## src/rtl/rf_pkg.sv

```systemverilog
// rtl/rf_pkg.sv - shared register file widths and address-width helper
package rf_pkg;
   localparam int RF_XLEN     = 32;
   localparam int RF_NUM_REGS = 32;

   // Address width for a register count; a single-bit address is the floor.
   function automatic int rf_aw_f(input int num_regs);
      return (num_regs > 2) ? $clog2(num_regs) : 1;
   endfunction

   localparam int RF_AW = rf_aw_f(RF_NUM_REGS);
endpackage

```

## src/rtl/rf_scoreboard.sv

```systemverilog
// rtl/rf_scoreboard.sv - per-register pending bits with reserve/clear and busy lookup
module rf_scoreboard
   import rf_pkg::*;
#(
   parameter int NUM_REGS  = RF_NUM_REGS,
   parameter int NUM_READ  = 2,
   parameter int NUM_WRITE = 1,
   parameter int BYPASS    = 1,
   parameter int AW        = rf_aw_f(NUM_REGS)
) (
   input  logic                    clk,
   input  logic                    reset,
   input  logic [NUM_READ*AW-1:0]  read_reg,
   output logic [NUM_READ-1:0]     read_busy,
   input  logic [NUM_WRITE-1:0]    clr_en,
   input  logic [NUM_WRITE*AW-1:0] clr_reg,
   input  logic                    set_en,
   input  logic [AW-1:0]           set_reg
);
   logic [NUM_REGS-1:0] pending;

   // The reservation is applied last so it wins over a same-cycle clear.
   always_ff @(posedge clk) begin
      if (reset) begin
         pending <= '0;
      end else begin
         for (int w = 0; w < NUM_WRITE; w++) begin
            if (clr_en[w]) pending[clr_reg[w*AW +: AW]] <= 1'b0;
         end
         if (set_en) pending[set_reg] <= 1'b1;
      end
   end

   for (genvar i = 0; i < NUM_READ; i++) begin : g_busy
      logic [AW-1:0] addr;
      logic          hit;
      logic          busy;

      assign addr = read_reg[i*AW +: AW];

      always_comb begin
         hit  = 1'b0;
         busy = pending[addr];
         for (int w = 0; w < NUM_WRITE; w++) begin
            if (clr_en[w] && clr_reg[w*AW +: AW] == addr) hit = 1'b1;
         end
         if (BYPASS != 0 && hit && !(set_en && set_reg == addr)) busy = 1'b0;
      end

      assign read_busy[i] = busy;
   end
endmodule

```

## src/rtl/reg_file_mp.sv

```systemverilog
// rtl/reg_file_mp.sv - multi-port register file with bypass and pending scoreboard
module reg_file_mp
   import rf_pkg::*;
#(
   parameter int XLEN      = RF_XLEN,
   parameter int NUM_REGS  = RF_NUM_REGS,
   parameter int NUM_READ  = 2,
   parameter int NUM_WRITE = 1,
   parameter int BYPASS    = 1,
   parameter int ZERO_REG  = 1,
   localparam int AW       = rf_aw_f(NUM_REGS)
) (
   input  logic                      clk,
   input  logic                      reset,
   input  logic [NUM_READ*AW-1:0]    read_reg,
   output logic [NUM_READ*XLEN-1:0]  read_data,
   output logic [NUM_READ-1:0]       read_busy,
   input  logic [NUM_WRITE-1:0]      write_en,
   input  logic [NUM_WRITE*AW-1:0]   write_reg,
   input  logic [NUM_WRITE*XLEN-1:0] write_data,
   input  logic                      rsv_en,
   input  logic [AW-1:0]             rsv_reg
);
   logic [XLEN-1:0]      regs [NUM_REGS];
   logic [NUM_WRITE-1:0] wr_ok;
   logic                 rsv_ok;

   // Hardwired-zero register swallows writes and reservations before anything sees them.
   for (genvar k = 0; k < NUM_WRITE; k++) begin : g_wr
      assign wr_ok[k] = write_en[k] && !(ZERO_REG != 0 && write_reg[k*AW +: AW] == '0);
   end
   assign rsv_ok = rsv_en && !(ZERO_REG != 0 && rsv_reg == '0);

   // Later write ports overwrite earlier ones, giving the highest index priority.
   always_ff @(posedge clk) begin
      if (reset) begin
         for (int r = 0; r < NUM_REGS; r++) regs[r] <= '0;
      end else begin
         for (int w = 0; w < NUM_WRITE; w++) begin
            if (wr_ok[w]) regs[write_reg[w*AW +: AW]] <= write_data[w*XLEN +: XLEN];
         end
      end
   end

   for (genvar i = 0; i < NUM_READ; i++) begin : g_rd
      logic [AW-1:0]   addr;
      logic [XLEN-1:0] val;

      assign addr = read_reg[i*AW +: AW];

      always_comb begin
         val = regs[addr];
         if (BYPASS != 0) begin
            for (int w = 0; w < NUM_WRITE; w++) begin
               if (wr_ok[w] && write_reg[w*AW +: AW] == addr) val = write_data[w*XLEN +: XLEN];
            end
         end
         if (ZERO_REG != 0 && addr == '0) val = '0;
      end

      assign read_data[i*XLEN +: XLEN] = val;
   end

   rf_scoreboard #(
      .NUM_REGS  (NUM_REGS),
      .NUM_READ  (NUM_READ),
      .NUM_WRITE (NUM_WRITE),
      .BYPASS    (BYPASS),
      .AW        (AW)
   ) u_scoreboard (
      .clk       (clk),
      .reset     (reset),
      .read_reg  (read_reg),
      .read_busy (read_busy),
      .clr_en    (wr_ok),
      .clr_reg   (write_reg),
      .set_en    (rsv_ok),
      .set_reg   (rsv_reg)
   );
endmodule

```

## config.mk

```make
export PLATFORM = sky130hd
export DESIGN_NAME = reg_file_mp
export DESIGN_NICKNAME = d
export VERILOG_FILES = /design/src/rtl/rf_pkg.sv /design/src/rtl/rf_scoreboard.sv /design/src/rtl/reg_file_mp.sv
export SDC_FILE = /design/constraint.sdc
export NUM_CORES = 2
export LEC_CHECK = 0
export ABC_AREA = 1
export BUFFER_PORTS_ARGS = -buffer_cell sky130_fd_sc_hd__buf_2
export CELL_PAD_IN_SITES_DETAIL_PLACEMENT = 0
export CELL_PAD_IN_SITES_GLOBAL_PLACEMENT = 2
export CORE_MARGIN = 2
export CORE_UTILIZATION = 35
export CTS_CLUSTER_DIAMETER = 200
export DETAILED_ROUTE_END_ITERATION = 6
export HOLD_SLACK_MARGIN = 0.1
export PLACE_DENSITY = 0.81
export REMOVE_ABC_BUFFERS = 1
export SETUP_SLACK_MARGIN = 0.15
export SLEW_MARGIN = 5
export SYNTH_ARGS = -nofsm -noshare
export SYNTH_HDL_FRONTEND = slang
export SYNTH_SLANG_ARGS = --single-unit
```

## constraint.sdc

```tcl
create_clock -name clk -period 6.2 [get_ports clk]
set_input_delay 0.31 -clock clk [delete_from_list [all_inputs] [get_ports clk]]
set_output_delay 0.31 -clock clk [all_outputs]
set_load 0.02 [all_outputs]
```

### Word level (Yosys, flattened, before mapping)

Memory sizes are Yosys's and may differ from the RTL's.
Cells that the tools add are included.

| storage, ports and cells | value |
|---|---|
| register bits after elaboration | 32 |
| memory bits (writable) | 1024 |
| input port bits | 56 |
| output and inout port bits | 66 |
| memories kept | 1 |

| operators by class | value |
|---|---|
| magnitude comparators | 6 |
| equal/unequal tests | 4 |
| mux-type cells | 27 |
| bitwise operators | 3 |
| reductions and logical operators | 19 |

Memory list:

| name | depth | width | rd ports | clocked after Yosys merged registers in | wr ports | RTL line | source |
|---|---|---|---|---|---|---|---|
| regs | 32 | 32 | 2 | 0 | 32 | reg_file_mp.sv:24 | `logic [XLEN-1:0] regs [NUM_REGS];` |

Operators by type and width:

| kind | count |
|---|---|
| $mux W32 | 8 |
| $and A32 B32 Y32 | 1 |
| $not A32 Y32 | 1 |
| $or A32 B32 Y32 | 1 |
| $reduce_or A32 Y1 | 1 |
| $lt A5 B6 Y1 const B | 4 |
| $eq A5 B5 Y1 | 4 |
| $logic_not A5 Y1 | 4 |
| $mux W1 | 14 |
| $bmux W1 S5 | 2 |
| $demux W1 S5 | 2 |
| $ge A5 B1 Y1 const B | 2 |
| $logic_and A1 B1 Y1 | 10 |
| $mux W5 | 1 |
| $logic_not A1 Y1 | 4 |

### Longest topological paths before layout

| logic depth | value |
|---|---|
| depth after elaboration | 10 |
| gate-level depth with buffers | 13 |
| gate-level depth less buffers | 10 |

### By module

Synthesis repeated with hierarchy kept, for this count alone.

| unflattened totals | value |
|---|---|
| cell total of the unflattened synthesis | 7817 |
| area total of the unflattened synthesis | 60254.0 um^2 |

Modules (own cells, without submodules):

| module | times used | cells each | area an instance (um^2) |
|---|---|---|---|
| reg_file_mp | 1 | 7431 | 57979.4 |
| rf_scoreboard | 1 | 386 | 2274.7 |

### Worst setup path after synthesis

OpenSTA, ideal clock, no wires.

| path | value |
|---|---|
| path kind | input-to-reg |
| start | input write_reg[1] |
| end | memory regs[16][0] in the netlist's numbering (enable) |
| setup time | 468 ps |
| arrival | 3089 ps |
| slack | 2643 ps |
| cell stages on the path | 6 |
| buffers on the path | 0 |
| cell sequence | inv_1 > nand2_1 > o21ai_2 > inv_2 > nand2_1 > o21ai_0 |

RTL lines:

| what | RTL line | source |
|---|---|---|
| start: declaration | reg_file_mp.sv:19 | `input logic [NUM_WRITE*AW-1:0] write_reg,` |
| end: declaration | reg_file_mp.sv:24 |  |

### Worst setup path after layout

| path | value |
|---|---|
| start | input read_reg[5] |
| end | output read_busy[1] |

| on the way | value |
|---|---|
| longest elaborated chain between the ends | 5 |
| elaborated cells on any way between the ends | 10 |
| those cells by class | eq/ne: 2; mux: 4; reduce/logical: 4 |

RTL lines:

| what | RTL line | source |
|---|---|---|
| start: declaration | reg_file_mp.sv:15 | `input logic [NUM_READ*AW-1:0] read_reg,` |
| branches (longest 4 deep; another with $bmux W1 S5) | n/a |  |
| $mux W1 (*) | rf_scoreboard.sv:47 | `if (BYPASS != 0 && hit && !(set_en && set_reg == addr)) busy = 1'b0;` |
| end: declaration | reg_file_mp.sv:17 | `output logic [NUM_READ-1:0] read_busy,` |

Every way passes the cells marked *. The select of a mux whose other input is x is not followed.

==> results_dict.tcl <==
set metrics [dict create \
    outcome "complete, but fails checks" \
    synth_seq_cells 1056 \
    num_rows 153 \
    clock.fmax_ghz 0.2325 \
    worst_setup_path_end_kind "primary output" \
    synthSimpleGateAreaFrac_pct 31.89 \
    drc 3 \
    violations "design-rule violations" \
    r2r_start "u_scoreboard.pending[1]$_SDFF_PP0_" \
    worstPathArrival_ps 3990 \
    min_period_ps 4302 \
    clk_pin_slew_ps 60 \
    vias 57650 \
    hpwl_mm 153.5 \
    required_ps 5890 \
    synth_top_area_cell "edfxtp_1" \
    worstSetupPathType "in2out" \
    syn_avg_cell_area_sq_um 7.683 \
    drive_above_1_share_pct 7.591 \
    clock_latency_ps 790 \
    clk_path_buf_depth 3 \
    die_w_microns 422.7 \
    stdcell_count 10200 \
    synth-edff-count 1024 \
    synth_mux_area_share_pct 0 \
    min_period_over_period_pct 69.38 \
    initial_core_util_pct 35.26 \
    clock_skew_ps 0 \
    crit_slowest_cell "nand2_4" \
    maxCapViolations 0 \
    clock_sinks 1056 \
    route.final.wire_length_mm 285.2 \
    synth_top_family_by_area "simple AND/OR/NAND/NOR gates" \
    gp_congestion 0.8850 \
    tightest_slew_ps 1311 \
    numCtsBuffers 130 \
    synth_cells 7986 \
    drtPass1Iterations 7 \
    crit_chain "buf_8 -> buf_12 -> xnor2_1 -> nand3_1 -> nor2_1 -> nand2_4 -> inv_1 -> nand2_1 -> nand2_1 -> nor2_1 -> buf_2" \
    core_sq_um 174000 \
    cts_tree "built" \
    final_hold_viol_count 0 \
    synthXorXnorAreaFrac_pct 0.2569 \
    root_buffer "clkbuf_16" \
    antenna_found_initial 11 \
    drt-initial-drc-count 7962 \
    startpoint "read_reg[5]" \
    synthArstFlopShare_pct 0 \
    synth_area_sq_um 61360 \
    synthAdderAreaFrac_pct 0 \
    post_drt_wl_per_cell_microns 27.97 \
    htreeDepth 4 \
    placedCellCount 9945 \
    synth_ff_type "edfxtp_1" \
    syn2layout_area_growth_pct 11.09 \
    ys_seq_area_share_pct 51.16 \
    via_per_inst 5.654 \
    rsz0062_at_grt "false" \
    slew_headroom_pct 12.30 \
    cp_max_fo 122 \
    grt_use_total_pct 31.24 \
    worst_r2r_path_depth 3 \
    synth_area_leaders "edfxtp_1 50%, nand3_1 12%, nand2_1 12%, nor2_1 7.8%, inv_1 5.6%" \
    die_h_microns 422.7 \
    reg2reg_slack_ps 5030 \
    worst_slack_ps 1898 \
    setup_viol 0 \
    ir_drop_mv 0.3033 \
    slew_viol_final 0 \
    crit_end "read_busy[1]" \
    p_per_area_nw_per_um2 279.5 \
    cts-resized-gates 0 \
    post-route-util_pct 39.17 \
    yosysUniqueCellTypes 29 \
    fin_nets 7819 \
    grt_pass1_wl_mm 401.6 \
    hold_ws_ps 156.6 \
    critical_path.max_stage_delay_ps 850 \
    ios 122 \
    r2r-end "u_scoreboard.pending[1]$_SDFF_PP0_" \
    yosysWarnings 0 \
    synth-compound-area-share_pct 6.132 \
    dieArea_sq_um 178700 \
    grt-ovfl-total 0 \
    final_common_cell "nand2_1" \
    place_ws_ps 2023 \
    io_buffer_count 121 \
    crit_path_start_kind "input pin" \
    leakagePower_uw 0.02950 \
    grt_max_degree 162 \
    min_path_type "in2reg" \
    grt_pass1_vias 54260 \
    final_cell_mix "1869 x nand2_1, 1424 x nand3_1, 1273 x nor2_1" \
    synth_top_area_share_pct 50.12 \
    ant_nets 0 \
]
-- worst min-delay path by stage --
stage | startpoint | end | slack (ps) | cells after the start
after floorplan | reset | u_scoreboard.pending[0]$_SDFF_PP0_ | 380 | 1
after global placement | u_scoreboard.pending[0]$_SDFF_PP0_ | u_scoreboard.pending[0]$_SDFF_PP0_ | 430 | 2
after detailed placement | u_scoreboard.pending[0]$_SDFF_PP0_ | u_scoreboard.pending[0]$_SDFF_PP0_ | 440 | 2
after CTS | write_data[4] | regs[18][4]$_SDFFCE_PN0P_ | 110 | 4
after global routing | write_data[4] | regs[4][4]$_SDFFCE_PN0P_ | 160 | 4
final | write_data[27] | regs[21][27]$_SDFFCE_PN0P_ | 160 | 4
-- critical path: cells and delay by family --
family / cells / cell delay [ps]
AND/OR/NAND/NOR: 6 / 2010
buffers and inverters: 4 / 1270
XOR/XNOR: 1 / 130
-- layout make-up --
type,instances,area (sq um)
timing repair buffer,284,2097
inverter,940,3570
sequential,1056,31390
clock inverter,70,769.5
fill,17550,105900
tap,2325,2909
multi-input combinational,5351,23880
clock buffer,164,3528
antenna,7,17.52
-- report_power, final --
group | internal (uW) | total (uW) | switching, uW | leakage (uW)
registers | 8210 | 8350 | 139 | 0.0100
logic | 663 | 2790 | 2130 | 0.0174
clock network | 4630 | 7920 | 3290 | 0.00210
-- cell families after synthesis --
kind of cell              after synthesis
other                                   1
buffers and inverters                1610
xor gates and xnor gates               18
and+or+nand+nor                      4683
DFF                                  1056
AOI/OAI and AO/OA                     618
-- synth_stat cells (32+ instances only) --
cell type  instances
or2_2             43
clkbuf_1         292
o21ai_1           51
edfxtp_1        1024
nand3_1         1447
dfxtp_1           32
inv_1            923
buf_1             62
o21ai_0          169
o211ai_1         256
a21oi_1          126
nor2_1          1277
nand2_1         1898
buf_2            302
-- per-stage QoR --
step | TNS, ps | total power (uW) | instance area (sq um)
finish | 0 | 19050 | 68160
global route | 0 | 19610 | 68150
CTS | 0 | 19060 | 68140
detailed placement | 0 | 11210 | 63730
global placement | 0 | 11190 | 63730
floorplan | -46980 | 9882 | 58530
-- registers in the layout (all words and copies together) (netlist names) --
signal / count
regs: 1024
u_scoreboard.pending: 32
-- per-layer routing --
layer	up-vias	GRT usage (%)	share of wire, %
met5	-	0	0.0081
met4	4	17.19	5.8
met3	739	5.774	10
met2	3494	48.27	44
met1	27920	41.30	40
li1	25500	-	-
-- what timing repair did --
action                                 CTS  global route
hold buffers                            11             0
buffers inserted                         0             0
endpoints found under the hold margin   39             0
Note: power is estimated with default switching activity, not from simulation.
